[src/rtl/vec_operand_loader_pkg.sv]
// vec_pkg: constants and types shared by the operand loader, its slots and its interface.
//   NIB_W_DEFAULT : default nibble/operand width
//   state_e       : loader states (COLLECT, HOLD)
//   IDX_A..IDX_D  : operand index positions in arrival order
//   nib_parity    : even-parity helper for the optional parity check
package vec_pkg;

  localparam int NIB_W_DEFAULT = 4;

  typedef enum logic [0:0] {
    COLLECT = 1'b0,
    HOLD    = 1'b1
  } state_e;

  localparam logic [1:0] IDX_A = 2'd0;
  localparam logic [1:0] IDX_B = 2'd1;
  localparam logic [1:0] IDX_C = 2'd2;
  localparam logic [1:0] IDX_D = 2'd3;

  // Even parity: the parity bit that makes the total count of ones even.
  function automatic logic nib_parity(input logic [NIB_W_DEFAULT-1:0] v);
    return ^v;
  endfunction

endpackage

[src/rtl/vec_operand_loader_if.sv]
// vec_operand_loader_if: nibble stream in, assembled operand set out.
//   nib_in/nib_valid/nib_ready : serial nibble handshake (producer -> loader)
//   nib_par                    : even parity of nib_in (VEC_OPERAND_LOADER_PARITY_EN only)
//   op_a..op_d/ops_valid/ops_ready : held operand set handshake (loader -> consumer)
// Modports: master = producer/consumer side, slave = loader side.
interface vec_operand_loader_if
  import vec_pkg::*;
#(
  parameter int NIB_W = NIB_W_DEFAULT
);

  logic [NIB_W-1:0] nib_in;
  logic             nib_valid;
  logic             nib_ready;
`ifdef VEC_OPERAND_LOADER_PARITY_EN
  logic             nib_par;
`endif
  logic [NIB_W-1:0] op_a;
  logic [NIB_W-1:0] op_b;
  logic [NIB_W-1:0] op_c;
  logic [NIB_W-1:0] op_d;
  logic             ops_valid;
  logic             ops_ready;

  modport master (
    output nib_in,
    output nib_valid,
    output ops_ready,
`ifdef VEC_OPERAND_LOADER_PARITY_EN
    output nib_par,
`endif
    input  nib_ready,
    input  op_a,
    input  op_b,
    input  op_c,
    input  op_d,
    input  ops_valid
  );

  modport slave (
    input  nib_in,
    input  nib_valid,
    input  ops_ready,
`ifdef VEC_OPERAND_LOADER_PARITY_EN
    input  nib_par,
`endif
    output nib_ready,
    output op_a,
    output op_b,
    output op_c,
    output op_d,
    output ops_valid
  );

endinterface

[src/rtl/vec_operand_loader_slot.sv]
// vec_operand_slot: one W-bit operand register with load enable.
//   clk, rst_n : clock, asynchronous active-low reset (clears to zero)
//   load, d    : when load is high, d is captured on the rising edge
//   q          : registered operand value
module vec_operand_slot #(
  parameter int W = 4
) (
  input  logic         clk,
  input  logic         rst_n,
  input  logic         load,
  input  logic [W-1:0] d,
  output logic [W-1:0] q
);

  logic [W-1:0] q_r;

  // Operand storage: captures d on load, otherwise holds.
  always_ff @(posedge clk or negedge rst_n) begin
    if (!rst_n) begin
      q_r <= {W{1'b0}};
    end else if (load) begin
      q_r <= d;
    end else begin
      q_r <= q_r;
    end
  end

  assign q = q_r;

endmodule

[src/rtl/vec_operand_loader.sv]
// vec_operand_loader: assembles four serial nibbles into operands a..d and holds
// the complete set with ops_valid until the consumer accepts it.
//   clk, rst_n : clock, asynchronous active-low reset
//   flush      : synchronous abort of a partial or held set (operands retained)
//   bus        : vec_operand_loader_if.slave (nibble stream in, operand set out)
//   set_cnt    : number of sets accepted by the consumer (wraps silently)
//   par_err    : sticky parity error (only with VEC_OPERAND_LOADER_PARITY_EN)
// Optional feature macro: VEC_OPERAND_LOADER_PARITY_EN.
module vec_operand_loader
  import vec_pkg::*;
#(
  parameter int NIB_W = NIB_W_DEFAULT,
  parameter int CNT_W = 8
) (
  input  logic             clk,
  input  logic             rst_n,
  input  logic             flush,
  vec_operand_loader_if.slave bus,
  output logic [CNT_W-1:0] set_cnt
`ifdef VEC_OPERAND_LOADER_PARITY_EN
  ,
  output logic             par_err
`endif
);

  localparam logic [0:0] ST_COLLECT = 1'(COLLECT);
  localparam logic [0:0] ST_HOLD    = 1'(HOLD);

  logic [0:0]       state_r;
  logic [1:0]       idx_r;
  logic             ops_valid_r;
  logic [CNT_W-1:0] set_cnt_r;
  logic             par_err_r;
  logic             nib_ready_s;
  logic             xfer_s;
  logic             par_bad_s;
  logic [3:0]       load_s;
  logic [NIB_W-1:0] slot_q_s [4];

  // Handshake decode: ready depends only on state and flush, never on nib_valid.
  always_comb begin
    nib_ready_s = 1'b0;
    if ((state_r == ST_COLLECT) && !flush) begin
      nib_ready_s = 1'b1;
    end else begin
      nib_ready_s = 1'b0;
    end
    xfer_s = bus.nib_valid && nib_ready_s;
`ifdef VEC_OPERAND_LOADER_PARITY_EN
    par_bad_s = xfer_s && (bus.nib_par != nib_parity(bus.nib_in));
`else
    par_bad_s = 1'b0;
`endif
  end

  // Slot select: a nibble with bad parity is never written into an operand.
  always_comb begin
    load_s = 4'b0000;
    if (xfer_s && !par_bad_s) begin
      case (idx_r)
        IDX_A:   load_s = 4'b0001;
        IDX_B:   load_s = 4'b0010;
        IDX_C:   load_s = 4'b0100;
        IDX_D:   load_s = 4'b1000;
        default: load_s = 4'b0000;
      endcase
    end else begin
      load_s = 4'b0000;
    end
  end

  // Loader FSM, operand index, completed-set counter and sticky parity flag.
  always_ff @(posedge clk or negedge rst_n) begin
    if (!rst_n) begin
      state_r     <= ST_COLLECT;
      idx_r       <= IDX_A;
      ops_valid_r <= 1'b0;
      set_cnt_r   <= {CNT_W{1'b0}};
      par_err_r   <= 1'b0;
    end else if (flush) begin
      // Flush beats both a new nibble and a consumer accept; operands stay as they are.
      state_r     <= ST_COLLECT;
      idx_r       <= IDX_A;
      ops_valid_r <= 1'b0;
      par_err_r   <= 1'b0;
    end else begin
      case (state_r)
        ST_COLLECT: begin
          if (par_bad_s) begin
            idx_r     <= IDX_A;
            par_err_r <= 1'b1;
          end else if (xfer_s && (idx_r == IDX_D)) begin
            state_r     <= ST_HOLD;
            idx_r       <= IDX_A;
            ops_valid_r <= 1'b1;
          end else if (xfer_s) begin
            idx_r <= idx_r + 2'd1;
          end else begin
            idx_r <= idx_r;
          end
        end
        ST_HOLD: begin
          if (bus.ops_ready) begin
            state_r     <= ST_COLLECT;
            idx_r       <= IDX_A;
            ops_valid_r <= 1'b0;
            set_cnt_r   <= set_cnt_r + {{(CNT_W-1){1'b0}}, 1'b1};
          end else begin
            ops_valid_r <= 1'b1;
          end
        end
        default: begin
          state_r     <= ST_COLLECT;
          idx_r       <= IDX_A;
          ops_valid_r <= 1'b0;
        end
      endcase
    end
  end

  for (genvar k = 0; k < 4; k++) begin : g_slot
    vec_operand_slot #(.W(NIB_W)) u_slot (
      .clk   (clk),
      .rst_n (rst_n),
      .load  (load_s[k]),
      .d     (bus.nib_in),
      .q     (slot_q_s[k])
    );
  end

  assign bus.nib_ready = nib_ready_s;
  assign bus.op_a      = slot_q_s[IDX_A];
  assign bus.op_b      = slot_q_s[IDX_B];
  assign bus.op_c      = slot_q_s[IDX_C];
  assign bus.op_d      = slot_q_s[IDX_D];
  assign bus.ops_valid = ops_valid_r;
  assign set_cnt       = set_cnt_r;
`ifdef VEC_OPERAND_LOADER_PARITY_EN
  assign par_err       = par_err_r;
`else
  // Parity flag is constant zero without the feature; keep it out of the lint unused list.
  logic unused_par_s;
  assign unused_par_s = par_err_r;
`endif

endmodule

[src/flat_wrapper.sv]
// flat-port wrapper written by rule: the top's interface ports become plain ports
module vec_operand_loader_flat import vec_pkg::*;
#(
  parameter int NIB_W = NIB_W_DEFAULT,
  parameter int CNT_W = 8
)
  (clk, rst_n, flush, set_cnt, bus_nib_in, bus_nib_valid, bus_ops_ready, bus_nib_ready, bus_op_a, bus_op_b, bus_op_c, bus_op_d, bus_ops_valid);
  vec_operand_loader_if #(.NIB_W(NIB_W)) bus_i ();
  input  logic clk;
  input  logic rst_n;
  input  logic flush;
  output logic [CNT_W-1:0] set_cnt;
  input wire logic [$bits(bus_i.nib_in)-1:0] bus_nib_in;
  input wire logic [$bits(bus_i.nib_valid)-1:0] bus_nib_valid;
  input wire logic [$bits(bus_i.ops_ready)-1:0] bus_ops_ready;
  output wire logic [$bits(bus_i.nib_ready)-1:0] bus_nib_ready;
  output wire logic [$bits(bus_i.op_a)-1:0] bus_op_a;
  output wire logic [$bits(bus_i.op_b)-1:0] bus_op_b;
  output wire logic [$bits(bus_i.op_c)-1:0] bus_op_c;
  output wire logic [$bits(bus_i.op_d)-1:0] bus_op_d;
  output wire logic [$bits(bus_i.ops_valid)-1:0] bus_ops_valid;
  assign bus_i.nib_in = bus_nib_in;
  assign bus_i.nib_valid = bus_nib_valid;
  assign bus_i.ops_ready = bus_ops_ready;
  assign bus_nib_ready = bus_i.nib_ready;
  assign bus_op_a = bus_i.op_a;
  assign bus_op_b = bus_i.op_b;
  assign bus_op_c = bus_i.op_c;
  assign bus_op_d = bus_i.op_d;
  assign bus_ops_valid = bus_i.ops_valid;
  vec_operand_loader #(.NIB_W(NIB_W), .CNT_W(CNT_W)) u_core (.clk(clk), .rst_n(rst_n), .flush(flush), .bus(bus_i), .set_cnt(set_cnt));
endmodule
[config.mk]
export PLATFORM = sky130hd
export DESIGN_NAME = vec_operand_loader_flat
export DESIGN_NICKNAME = d
export VERILOG_FILES = /design/src/rtl/vec_operand_loader_pkg.sv /design/src/rtl/vec_operand_loader_if.sv /design/src/rtl/vec_operand_loader_slot.sv /design/src/rtl/vec_operand_loader.sv /design/src/flat_wrapper.sv
export SDC_FILE = /design/constraint.sdc
export NUM_CORES = 1
export LEC_CHECK = 0
export ABC_CLOCK_PERIOD_IN_PS = 2080
export BUFFER_PORTS_ARGS = -buffer_cell sky130_fd_sc_hd__buf_2
export CAP_MARGIN = 20
export CELL_PAD_IN_SITES_DETAIL_PLACEMENT = 0
export CELL_PAD_IN_SITES_GLOBAL_PLACEMENT = 2
export CORE_MARGIN = 2
export CORE_UTILIZATION = 34
export CTS_CLUSTER_SIZE = 24
export DETAILED_ROUTE_END_ITERATION = 16
export GPL_TIMING_DRIVEN = 0
export PLACE_DENSITY = 0.89
export SLEW_MARGIN = 20
export SYNTH_ARGS = -nofsm -noshare
export SYNTH_HDL_FRONTEND = slang
export SYNTH_SLANG_ARGS = --single-unit
[constraint.sdc]
create_clock -name clk -period 2.08 [get_ports clk]
set_clock_uncertainty 0.2 [all_clocks]
set_input_delay 0.208 -clock clk [delete_from_list [all_inputs] [get_ports clk]]
set_output_delay 0.208 -clock clk [all_outputs]
set_load 0.02 [all_outputs]
Word level (Yosys, flattened, before mapping)
Index checks and enable logic that the tools add are counted.
{"block": "classes", "addsub": 2, "eq_ne": 6, "muxes": 15, "bitwise": 2, "n_reduce_logical": 7}
{"op": "one-hot mux 4 bit (4 select lines)", "n": 1}
{"op": "adder 8 x 1 -> 8 bit (second input constant)", "n": 1}
{"op": "two-way mux 2 bit", "n": 4}
{"op": "two-way mux 1 bit", "n": 6}
{"op": "!= test 3 bit (second input constant)", "n": 2}
{"op": "== test 2 bit (second input constant)", "n": 2}
{"op": "two-way mux 4 bit", "n": 1}
{"op": "!= test 4 x 3 -> 1 bit (second input constant)", "n": 1}
{"op": "one-hot mux 1 bit (2 select lines)", "n": 2}
{"op": "one-hot mux 2 bit (2 select lines)", "n": 1}
{"op": "logical AND 1 bit", "n": 3}
{"op": "AND reduction 3 bit", "n": 1}
{"op": "adder 2 x 1 -> 2 bit (second input constant)", "n": 1}
{"op": "== test 2 x 1 -> 1 bit (second input constant)", "n": 1}
{"op": "zero test 2 bit", "n": 1}
{"op": "NOT 1 bit", "n": 2}
{"op": "AND reduction 2 bit", "n": 1}
{"op": "zero test 1 bit", "n": 1}
{"block": "word_totals", "regBits": 28, "output_inout_bits": 26, "word_cells": 40}

Longest topological paths before layout
Gate-level depths: netlist of the first run.
{"block": "depth", "ltp_word": 8, "ltp_mapped": 5, "depth_no_buf": 4}

Hierarchy
From an unflattened synthesis of the first run, not the netlist that was laid out.
{"block": "hier_totals", "hier_cells": 88, "area_unflattened_um2": 1270.0}
{"mod": "vec_operand_loader", "n_inst": 1, "cells_each": 56, "area_per_inst_um2": 689.4, "seq_area_each_um2": 300.3}
{"mod": "vec_operand_slot", "n_inst": 4, "cells_each": 8, "area_per_inst_um2": 145.1, "seq_area_each_um2": 100.1}

Worst setup path after synthesis of the first run
No wires, ideal clock.
{"block": "synth_path", "path_kind": "register -> register", "from": "register u_core.state_r", "to": "register u_core.g_slot[1].u_slot.q_r[0]", "t_arrival_ps": 1343, "path_slack_ps": 412, "stages_incl_launch_ff": 6, "n_path_buf": 2, "path_cell_list": "dfrtp_1 buf_4 nor2_2 and3_1 buf_6 mux2_4"}
{"block": "synth_between", "elab_chain_cells": 5}
{"item": "start: declaration", "line_no": "vec_operand_loader.sv:29", "source": "logic [0:0] state_r;"}
{"item": "start signal: assignment", "line_no": "vec_operand_loader.sv:75", "source": "state_r <= ST_COLLECT;"}
{"item": "start signal: assignment", "line_no": "vec_operand_loader.sv:82", "source": "state_r <= ST_COLLECT;"}
{"item": "start signal: assignment", "line_no": "vec_operand_loader.sv:93", "source": "state_r <= ST_HOLD;"}
{"item": "NOT 1 bit", "line_no": "vec_operand_loader.sv:43", "source": "if ((state_r == ST_COLLECT) && !flush) begin"}
{"item": "logical AND 1 bit", "line_no": "vec_operand_loader.sv:43"}
{"item": "two-way mux 1 bit", "line_no": "vec_operand_loader.sv:43"}
{"item": "via bus_nib_ready", "line_no": "flat_wrapper.sv:16", "source": "output wire logic [$bits(bus_i.nib_ready)-1:0] bus_nib_ready;"}
{"item": "logical AND 1 bit", "line_no": "vec_operand_loader.sv:48", "source": "xfer_s = bus.nib_valid && nib_ready_s;"}
{"item": "two-way mux 4 bit", "line_no": "vec_operand_loader.sv:59", "source": "if (xfer_s && !par_bad_s) begin"}
{"item": "end signal: assignment", "line_no": "vec_operand_loader_slot.sv:20", "source": "q_r <= {W{1'b0}};"}
{"item": "end signal: assignment", "line_no": "vec_operand_loader_slot.sv:24", "source": "q_r <= q_r;"}
{"item": "end: declaration", "line_no": "vec_operand_loader_slot.sv:15", "source": "logic [W-1:0] q_r;"}
The timed path passes the listed nets, and every way through them passes these cells.
A chain may end at the register's enable or synchronous reset.

Worst setup path after layout of the first run
{"block": "layout_path", "from": "input flush", "to": "register u_core.g_slot[2].u_slot.q_r[3]"}
{"block": "layout_between", "elab_chain_cells": 5}
{"item": "start: declaration", "line_no": "flat_wrapper.sv:11", "source": "input logic flush;"}
{"item": "zero test 1 bit", "line_no": "vec_operand_loader.sv:43"}
{"item": "logical AND 1 bit", "line_no": "vec_operand_loader.sv:43"}
{"item": "two-way mux 1 bit", "line_no": "vec_operand_loader.sv:43"}
{"item": "logical AND 1 bit", "line_no": "vec_operand_loader.sv:48"}
{"item": "two-way mux 4 bit", "line_no": "vec_operand_loader.sv:59"}
{"item": "end signal: assignment", "line_no": "vec_operand_loader_slot.sv:20"}
{"item": "end signal: assignment", "line_no": "vec_operand_loader_slot.sv:24"}
{"item": "end: declaration", "line_no": "vec_operand_loader_slot.sv:15"}
Every way passes these cells.

==> impl_metrics.yaml, run 1 <==
global_route:
  grt_pass1_wl_um: 3795
  grt_usage_pct: 11.27
  antenna_found_initial: 0
  overflow: 0
  first_global_vias: 817
  grt_max_degree: 29
cells_and_area:
  drive_gt1_share_pct: 44.85
  fillers: 367
  antenna_cells: 0
  layout-area-overhead-vs-synth_pct: 23.28
  fin_cells: 184
  layout_commonest_cell: "buf_2"
  mostFrequentLayoutCells: "34 x buf_2, 28 x dfrtp_1, 12 x mux2_4"
  nets: 152
placement:
  gp_congestion: 0.6943
  dp_hpwl_um: 1776
  dp_cells: 178
  io_buffers: 34
clock_network:
  cts_root_buf: "clkbuf_8"
  cts_tree: "built"
  clk_latency_ps: 260
  cts.sinks: 28
  numCtsBuffers: 3
  cts-htree-levels: 1
  cts_resized: 0
  path_clk_slew_ps: 90
  clockBufferDepth: 2
sta:
  maxSlewViolCount: 0
  tns_ps: 0
  rsz0062_at_grt: "false"
  slew_headroom_pct: 59.90
  fin_hold_ws_ps: 17.17
  setup_viol: 0
  finalCritPeriodShare_pct: 82.69
  fmax_mhz: 581.4
  hold_viol: 0
  tightest_slew_ps: 601.5
  min_period_ps: 1720
critical_path:
  critical_path_class: "in2reg"
  rrSetupSlack_ps: 400
  r2r_cells: 4
  r2r_start: "u_core.state_r$_DFF_PN0_"
  crit_required_ps: 2040
  rr_endpoint: "u_core.g_slot[0].u_slot.q[2]$_DFFE_PN0P_"
  crit_fanout: 8
  end_kind: "flip-flop"
  critPathLaunchType: "input pin"
  crit_arrival_ps: 1680
drt:
  drtPass1Iterations: 2
  wl_per_cell_um: 12.40
  vias_per_cell: 4.484
  wl_um: 2281
  dr.first_iter.drc_count: 13
  ant_nets: 0
  num_vias: 825
  drc: 0
min_path:
  hold_path_class: "in2reg"
  hold_depth: 2
  hold_end: "u_core.bus.ops_valid$_DFFE_PN0P_"
  hold_start: "bus_ops_ready"
synthesis:
  syn_area_um2: 1311
  synth_edf_count: 0
  ys.flop_type: "dfrtp_1"
  synth-seq-area-share_pct: 53.44
  ys_seq_elements: 28
  yosysUniqueCellTypes: 25
  async_flop_share_pct: 100.0
  avgSynthCellArea_um2: 13.66
  synth_nets: 111
  netlist_instances: 96
  ys.warnings.count: 0
power:
  ir_drop_uv: 403.8
  p_leak_nw: 0.8611
  p_per_area_nw_per_um2: 835.8
die:
  initial_core_util_pct: 35.55
  coreArea_um2: 3689
  io-pin-count: 35
  die_w_um: 66.10
  die_h_um: 66.10
  core.rowCount: 22
  die_area_um2: 4369
outcome:
  status: "finished clean"
flow_run:
  drv_cap: 0
where the power goes:
part	total (W)	switching [W]	internal (W)	leakage, nW
sequential	0.000675	0.0000490	0.000626	0.361
clock	0.000325	0.000156	0.000169	0.0288
combinational	0.000351	0.000186	0.000165	0.471
metrics by stage:
stage               cell area [um2]  power (W)  util [%]  setup WS, ps
floorplan                      1311  0.0009073         -         411.5
global placement               1541   0.001031     41.79         431.1
detailed placement             1541   0.001038     41.79         405.6
CTS                            1617   0.001368     43.83         355.6
global route                   1617   0.001418     43.83         311.3
finish                         1617   0.001351     43.83         360.1
synth_stat cells, drive strengths merged (3+ instances only):
| library cell | n | area share, % |
|---|---|---|
| xor2 | 3 | 2.0 |
| xnor2 | 4 | 2.7 |
| buf | 4 | 3.1 |
| ha | 6 | 5.7 |
| nor2 | 6 | 1.9 |
| nand2 | 6 | 1.7 |
| dfrtp | 28 | 53 |
| and3 | 3 | 1.4 |
| mux2 | 16 | 17 |
| inv | 3 | 0.86 |
how the worst max path moves through the flow:
stage                             startpoint                                       end  slack, ps  depth (start not counted)
detailed placement  u_core.state_r$_DFF_PN0_  u_core.g_slot[0].u_slot.q[2]$_DFFE_PN0P_        410                          4
global route                           flush  u_core.g_slot[1].u_slot.q[0]$_DFFE_PN0P_        310                          6
floorplan           u_core.state_r$_DFF_PN0_  u_core.g_slot[1].u_slot.q[0]$_DFFE_PN0P_        410                          5
global placement    u_core.state_r$_DFF_PN0_  u_core.g_slot[0].u_slot.q[3]$_DFFE_PN0P_        430                          4
finish                                 flush  u_core.g_slot[2].u_slot.q[3]$_DFFE_PN0P_        360                          6
CTS                                    flush  u_core.g_slot[1].u_slot.q[0]$_DFFE_PN0P_        360                          6
worst max-delay path: stages:
cell	delay, ps
dlygate4sd3_1	530
buf_2	170
nor2_2	170
and3_1	190
buf_6	120
mux2_4	300
cell type report:
cell class | count | area, um2 | area share [%]
tap | 48 | 60.06 | 3.715
inverter | 3 | 11.26 | 0.6966
timing repair buffer | 36 | 190.2 | 11.76
multi-input combinational | 61 | 558.0 | 34.52
sequential | 28 | 700.7 | 43.34
clock buffer | 4 | 55.05 | 3.406
buffer | 4 | 41.29 | 2.554
layer usage:
| metal | part of all wire (%) | GRT usage [%] | vias up | routed length [um] |
|---|---|---|---|---|
| li1 | - | - | 409 | - |
| met3 | 3.9 | 2.044 | 2 | 88 |
| met1 | 49 | 15.58 | 401 | 1113 |
| met4 | 0.53 | 3.061 | 0 | 12 |
| met5 | 0 | 0 | - | 0 |
| met2 | 47 | 18.13 | 13 | 1067 |
logic make-up (layout without fill, tap and decap cells):
kind of cell,count (synthesis),count (layout),synth area share (%)
flip-flops,28,28,53.43
AND/OR/NAND/NOR,26,26,11.55
multiplexers,17,17,17.94
XOR/XNOR,7,7,4.676
buffers and inverters,7,47,4.008
adder cells (fa/ha/maj),6,6,5.725
AO/OA/AOI/OAI,5,5,2.671
flip-flops by register name (all words and copies together), names as in the netlist:
signal                  count
u_core.idx_r                2
u_core.state_r              1
u_core.set_cnt              8
u_core.g_slot.u_slot.q     16
u_core.bus.ops_valid        1
what timing repair did:
item,CTS,global route
hold endpoints to repair,31,0
hold buffers,2,0
buffers inserted,0,0
Power figures use the tool's default switching activity.
==> run 2: changes to the inputs <==
--- a/config.mk
+++ b/config.mk
@@ -5,17 +5,18 @@
 export SDC_FILE = /design/constraint.sdc
 export NUM_CORES = 1
 export LEC_CHECK = 0
-export ABC_CLOCK_PERIOD_IN_PS = 2080
+export ABC_AREA = 1
+export ABC_CLOCK_PERIOD_IN_PS = 1600
 export BUFFER_PORTS_ARGS = -buffer_cell sky130_fd_sc_hd__buf_2
 export CAP_MARGIN = 20
 export CELL_PAD_IN_SITES_DETAIL_PLACEMENT = 0
 export CELL_PAD_IN_SITES_GLOBAL_PLACEMENT = 2
 export CORE_MARGIN = 2
-export CORE_UTILIZATION = 34
+export CORE_UTILIZATION = 30
 export CTS_CLUSTER_SIZE = 24
 export DETAILED_ROUTE_END_ITERATION = 16
 export GPL_TIMING_DRIVEN = 0
-export PLACE_DENSITY = 0.89
+export PLACE_DENSITY = 0.87
 export SLEW_MARGIN = 20
 export SYNTH_ARGS = -nofsm -noshare
 export SYNTH_HDL_FRONTEND = slang
==> constraint.sdc (replaced) <==
create_clock -name clk -period 1.6 [get_ports clk]
set_clock_uncertainty 0.2 [all_clocks]
set_input_delay 0.16 -clock clk [delete_from_list [all_inputs] [get_ports clk]]
set_output_delay 0.16 -clock clk [all_outputs]
set_load 0.02 [all_outputs]
==> run 2 against run 1 <==
The flow now finishes with violations (negative hold slack). Global-route usage increased by 0.29 points. Count of clock-buffer cells in the layout did not move. Combinational power rose by 93%. Routed wire length rose by 14%. Sequential share of layout area is 0.63 points lower. Final cell count rose by 27%. Total power grew 58%. Via count increased by 22%. Critical path type is now reg2out. Critical endpoint is now bus_nib_ready. Highest routed layer unchanged.
==> impl_metrics.yaml, run 2 <==
synthesis:
  ys.flop_type: "dfrtp_1"
  synth_top_area_share_pct: 53.49
  synth.area.top_cells: "dfrtp_1 53%, nand2_1 10%, o21ai_1 7.3%"
  yosysUniqueCellTypes: 21
  synth-xor-area-share_pct: 2.006
  synth.most_common_cell: "nand2_1"
  ys_seq_elements: 28
  synth_nets: 154
  yosys-top-cells-count: "36 x nand2_1, 28 x dfrtp_1, 19 x o21ai_1"
  synth-seq-area-share_pct: 53.49
  synthMuxAreaShare_pct: 0
  synth_top_family_by_area: "simple AND/OR/NAND/NOR gates"
  synthDominantAreaCellType: "dfrtp_1"
  synth_edf_count: 0
  synth-simple-area-share_pct: 23.59
  avgSynthCellArea_um2: 9.425
  synth-adder-area-share_pct: 5.731
  async_flop_share_pct: 100.0
  syn_area_um2: 1310
  netlist_instances: 139
  synth_compound_area_share_pct: 8.978
  ys.warnings.count: 0
sta:
  maxSlewViolCount: 0
  slew_headroom_pct: 58.73
  fmax_mhz: 658.6
  setup_viol: 0
  fin_hold_ws_ps: -0.1960
  min_period_ps: 1518
  tightest_slew_ps: 619.0
  finalCritPeriodShare_pct: 94.90
  rsz0062_at_grt: "false"
  tns_ps: 0
  hold_viol: 1
critical_path:
  critPathLaunchType: "flip-flop"
  end_kind: "output port"
  r2r_cells: 3
  crit_fanout: 6
  crit_required_ps: 1240
  rrSetupSlack_ps: 230
  rr_endpoint: "u_core.bus.ops_valid$_DFFE_PN0P_"
  crit_arrival_ps: 1160
  r2r_start: "u_core.idx_r[0]$_DFFE_PN0P_"
  critical_path_class: "reg2out"
die:
  initial_core_util_pct: 30.51
  die_w_um: 70.08
  die_h_um: 70.08
  die_area_um2: 4911
  coreArea_um2: 4294
  io-pin-count: 35
  core.rowCount: 24
drt:
  vias_per_cell: 4.318
  wl_per_cell_um: 11.12
  num_vias: 1006
  wl_um: 2590
  ant_nets: 0
  drc: 0
  dr.first_iter.drc_count: 56
  drtPass1Iterations: 4
cells_and_area:
  nets: 197
  fillers: 449
  layout_commonest_cell: "nand2_1"
  drive_gt1_share_pct: 29.28
  largest_register_ff_count: 16
  mostFrequentLayoutCells: "36 x nand2_1, 34 x buf_2, 28 x dfrtp_1"
  layout-area-overhead-vs-synth_pct: 25.21
  antenna_cells: 0
clock_network:
  clockBufferDepth: 2
  cts_root_buf: "clkbuf_8"
  clk_latency_ps: 280
  cts-htree-levels: 1
  cts.sinks: 28
  cts_tree: "built"
  post_cts_buffers: 0
  numCtsBuffers: 3
  path_clk_slew_ps: 100
placement:
  io_buffers: 34
  dp_hpwl_um: 1952
  gp_congestion: 0.6530
power:
  p_leak_nw: 0.9090
  p_per_area_nw_per_um2: 1298
  ir_drop_uv: 481.1
global_route:
  grt_pass1_wl_um: 4567
  grt_max_degree: 29
  first_global_vias: 1009
  antenna_found_initial: 0
  overflow: 0
  gr-usage-met3_pct: 1.587
  grt.busiest_layer: "met2"
  use_met2_pct: 17.67
  grt_usage_pct: 11.56
  use_met1_pct: 15.77
outcome:
  status: "finished with violations"
  violations: "negative hold slack"
flow_run:
  drv_cap: 0
min_path:
  hold_end: "u_core.g_slot[3].u_slot.q[1]$_DFFE_PN0P_"
  hold_start: "bus_nib_in[1]"
  hold_depth: 3
  hold_path_class: "in2reg"
## run 2: cell types whose count changed in the layout (fill, tap and decap cells not counted), sizes merged, moves of 3 or more
cell / before / now
nand2: 6 / 42
o21ai: 0 / 20
mux2: 16 / 0
inv: 3 / 18
buf: 38 / 34
nor2: 6 / 10
and3: 3 / 0
nand3: 2 / 5
xnor2: 4 / 1
## run 2: stage by stage
step	cell area (um2)	setup WS, ps	total power [W]	utilization (%)	std cells
2_1_floorplan	1310	190.5	0.001436	-	139
3_3_place_gp	1545	248.3	0.001675	35.98	225
3_5_place_dp	1545	230.0	0.001693	35.98	225
4_1_cts	1640	79.27	0.002151	38.20	233
5_1_grt	1640	31.40	0.002269	38.20	233
6_report	1640	81.54	0.002129	38.20	233
## run 2: worst max-delay path by stage
stage	end	cells past startpoint	slack [ps]	start
after floorplan	u_core.g_slot[0].u_slot.q[0]$_DFFE_PN0P_	6	190	u_core.state_r$_DFF_PN0_
after CTS	bus_nib_ready	2	80	u_core.state_r$_DFF_PN0_
final	bus_nib_ready	2	80	u_core.state_r$_DFF_PN0_
after detailed placement	u_core.bus.ops_valid$_DFFE_PN0P_	3	230	u_core.idx_r[0]$_DFFE_PN0P_
after global placement	u_core.bus.ops_valid$_DFFE_PN0P_	3	250	u_core.idx_r[0]$_DFFE_PN0P_
after global routing	bus_nib_ready	2	30	u_core.state_r$_DFF_PN0_
## run 2: metal layers
layer  up-vias  routed length [um]
li1        521                   -
met1       457                1260
met2        23                1170
met3         5                  93
met4         0                  65
met5         -                   0
## run 2: cells by family after synthesis
group                      after synthesis
adders and majority gates                6
DFF                                     28
and+or+nand+nor                         59
xor gates and xnor gates                 3
AOI/OAI and AO/OA                       23
buffers and inverters                   20
## run 2: critical path, stage by stage (launching register included)
cell,delay [ps]
dfrtp_1,470
nor2_2,200
buf_2,200
## run 2: what timing repair did
item | 4_1_cts | 5_1_grt
hold endpoints to repair | 32 | 0
resized for setup | 0 | 0
hold buffers | 4 | 0
endpoints found under the setup margin | 0 | 0
## run 2: where the power goes
group	total (W)	switching (W)	internal (W)
Combinational	0.000678	0.000443	0.000235
Sequential	0.000996	0.000123	0.000873
Clock	0.000455	0.000234	0.000221
Total	0.00213	0.000800	0.00133
## run 2: layout make-up
| cell class | instances | area [um2] | area share (%) |
|---|---|---|---|
| Timing Repair Buffer | 38 | 210.2 | 12.81 |
| Multi-Input combinational cell | 91 | 528.0 | 32.19 |
| Inverter | 20 | 81.33 | 4.958 |
| Tap cell | 52 | 65.06 | 3.966 |
| Sequential cell | 28 | 700.7 | 42.72 |
| Clock buffer | 4 | 55.05 | 3.356 |
==> run 3: changes to the inputs <==
==> constraint.sdc (replaced) <==
create_clock -name clk -period 1.6 [get_ports clk]
set_clock_uncertainty 0.2 [all_clocks]
set_input_delay 0.32 -clock clk [delete_from_list [all_inputs] [get_ports clk]]
set_output_delay 0.32 -clock clk [all_outputs]
set_load 0.02 [all_outputs]
==> run 3 against run 2 <==
The run now ends clean. Final cell count is 0.86% lower. Core utilization fell by 0.32 points. Non-clock buffer count is 2 lower. Global-route usage up 0.091 points. Die area stayed put. Worst hold slack better by 150 ps. Register-to-register slack hardly changed. Via count grew 0.50%. Largest cell class unchanged.
==> impl_metrics.yaml, run 3 (synthesis results as in run 2) <==
min_path:
  hold_start: "bus_nib_in[0]"
  hold_depth: 3
  hold_end: "u_core.g_slot[0].u_slot.q[0]$_DFFE_PN0P_"
  hold_path_class: "in2reg"
die:
  die_area_um2: 4911
  io-pin-count: 35
  die_h_um: 70.08
  die_w_um: 70.08
  coreArea_um2: 4294
  initial_core_util_pct: 30.51
  core.rowCount: 24
global_route:
  grt_usage_pct: 11.65
  overflow: 0
  antenna_found_initial: 0
  grt_pass1_wl_um: 4609
  first_global_vias: 1020
  grt_max_degree: 29
drt:
  drtPass1Iterations: 4
  ant_nets: 0
  wl_per_cell_um: 11.26
  drc: 0
  vias_per_cell: 4.377
  dr.first_iter.drc_count: 69
  wl_um: 2600
  num_vias: 1011
clock_network:
  cts_root_buf: "clkbuf_8"
  numCtsBuffers: 3
  cts.sinks: 28
  clk_latency_ps: 280
  clockBufferDepth: 2
  path_clk_slew_ps: 100
  cts_tree: "built"
  cts-htree-levels: 1
cells_and_area:
  fin_cells: 231
  drive_gt1_share_pct: 30.73
  mostFrequentLayoutCells: "36 x nand2_1, 33 x buf_2, 27 x dfrtp_1"
  antenna_cells: 0
  layout_commonest_cell: "nand2_1"
  postLayoutCoreUtil_pct: 37.88
  layout-area-overhead-vs-synth_pct: 24.16
  nets: 195
  largest_register_ff_count: 16
sta:
  setup_viol: 0
  fin_hold_ws_ps: 154.4
  fin_ws_ps: 58.34
  tns_ps: 0
  fmax_mhz: 648.7
  maxSlewViolCount: 0
  slew_headroom_pct: 58.59
  min_period_ps: 1542
  tightest_slew_ps: 621.1
  finalCritPeriodShare_pct: 96.35
  hold_viol: 0
  rsz0062_at_grt: "false"
critical_path:
  crit_required_ps: 1080
  path_cells: "nor2_4, buf_4"
  cp_slowest_cell: "dfrtp_2"
  critical_path_class: "reg2out"
  rr_endpoint: "u_core.idx_r[1]$_DFFE_PN0P_"
  slowest_delay_ps: 440
  rrSetupSlack_ps: 220
  end_kind: "output port"
  r2r_cells: 5
  crit_arrival_ps: 1020
  crit_fanout: 3
  critPathLaunchType: "flip-flop"
  r2r_start: "u_core.state_r$_DFF_PN0_"
flow_run:
  drv_cap: 0
power:
  p_per_area_nw_per_um2: 1308
  ir_drop_uv: 477.8
  p_leak_nw: 0.9019
placement:
  dp_cells: 225
  gp_congestion: 0.6530
  dp_hpwl_um: 1952
  io_buffers: 34
  pre_cts_slack_ps: 230.0
outcome:
  status: "finished clean"
run 3: cell count changes in the layout (fill, tap and decap cells not counted), sizes merged:
cell	delta
buf	+1
dlygate4sd3	-3
run 3: power by group:
part | total, W | leakage (nW) | internal (W) | switching, W
Combinational | 0.000682 | 0.509 | 0.000234 | 0.000447
Sequential | 0.000995 | 0.364 | 0.000874 | 0.000121
Clock | 0.000451 | 0.0288 | 0.000221 | 0.000230
run 3: cell type report:
type | count | area (um2)
inverter | 20 | 81.33
fill | 450 | 2668
timing repair buffer | 36 | 190.2
sequential | 28 | 701.9
tap | 52 | 65.06
multi-input combinational | 91 | 533.0
clock buffer | 4 | 55.05
run 3: critical path: cells and delay by family, from the launching register on:
kind          cells  cell delay (ps)
buf+inv           1              160
simple gates      1              130
flops             1              440
run 3: per-layer routing:
metal	GRT usage, %	up-vias	part of all wire [%]
li1	-	516	-
met5	0	-	0
met4	6.410	0	2.5
met3	1.587	5	3.6
met1	15.77	470	48
met2	17.99	20	46
run 3: how the worst max path moves through the flow:
stage	from	slack [ps]	end	cells past startpoint
finish	u_core.state_r$_DFF_PN0_	60	bus_nib_ready	2
floorplan	u_core.state_r$_DFF_PN0_	190	u_core.g_slot[0].u_slot.q[0]$_DFFE_PN0P_	6
detailed placement	u_core.idx_r[0]$_DFFE_PN0P_	230	u_core.bus.ops_valid$_DFFE_PN0P_	3
global route	u_core.state_r$_DFF_PN0_	6	bus_nib_ready	2
CTS	u_core.state_r$_DFF_PN0_	40	bus_nib_ready	2
global placement	flush	220	bus_nib_ready	3
run 3: stage by stage:
stage / power (W) / instance area, um2
global route: 0.002272 / 1627
CTS: 0.002151 / 1624
detailed placement: 0.001693 / 1545
floorplan: 0.001436 / 1310
finish: 0.002127 / 1627
global placement: 0.001675 / 1545
run 3: repair_timing:
action                                  in CTS  in global routing
endpoints found under the setup margin       1                  1
gates resized for setup                      2                  1
cloned                                       0                  0
setup buffers                                1                  0
hold buffers                                 1                  0
endpoints found under the hold margin       28                  0
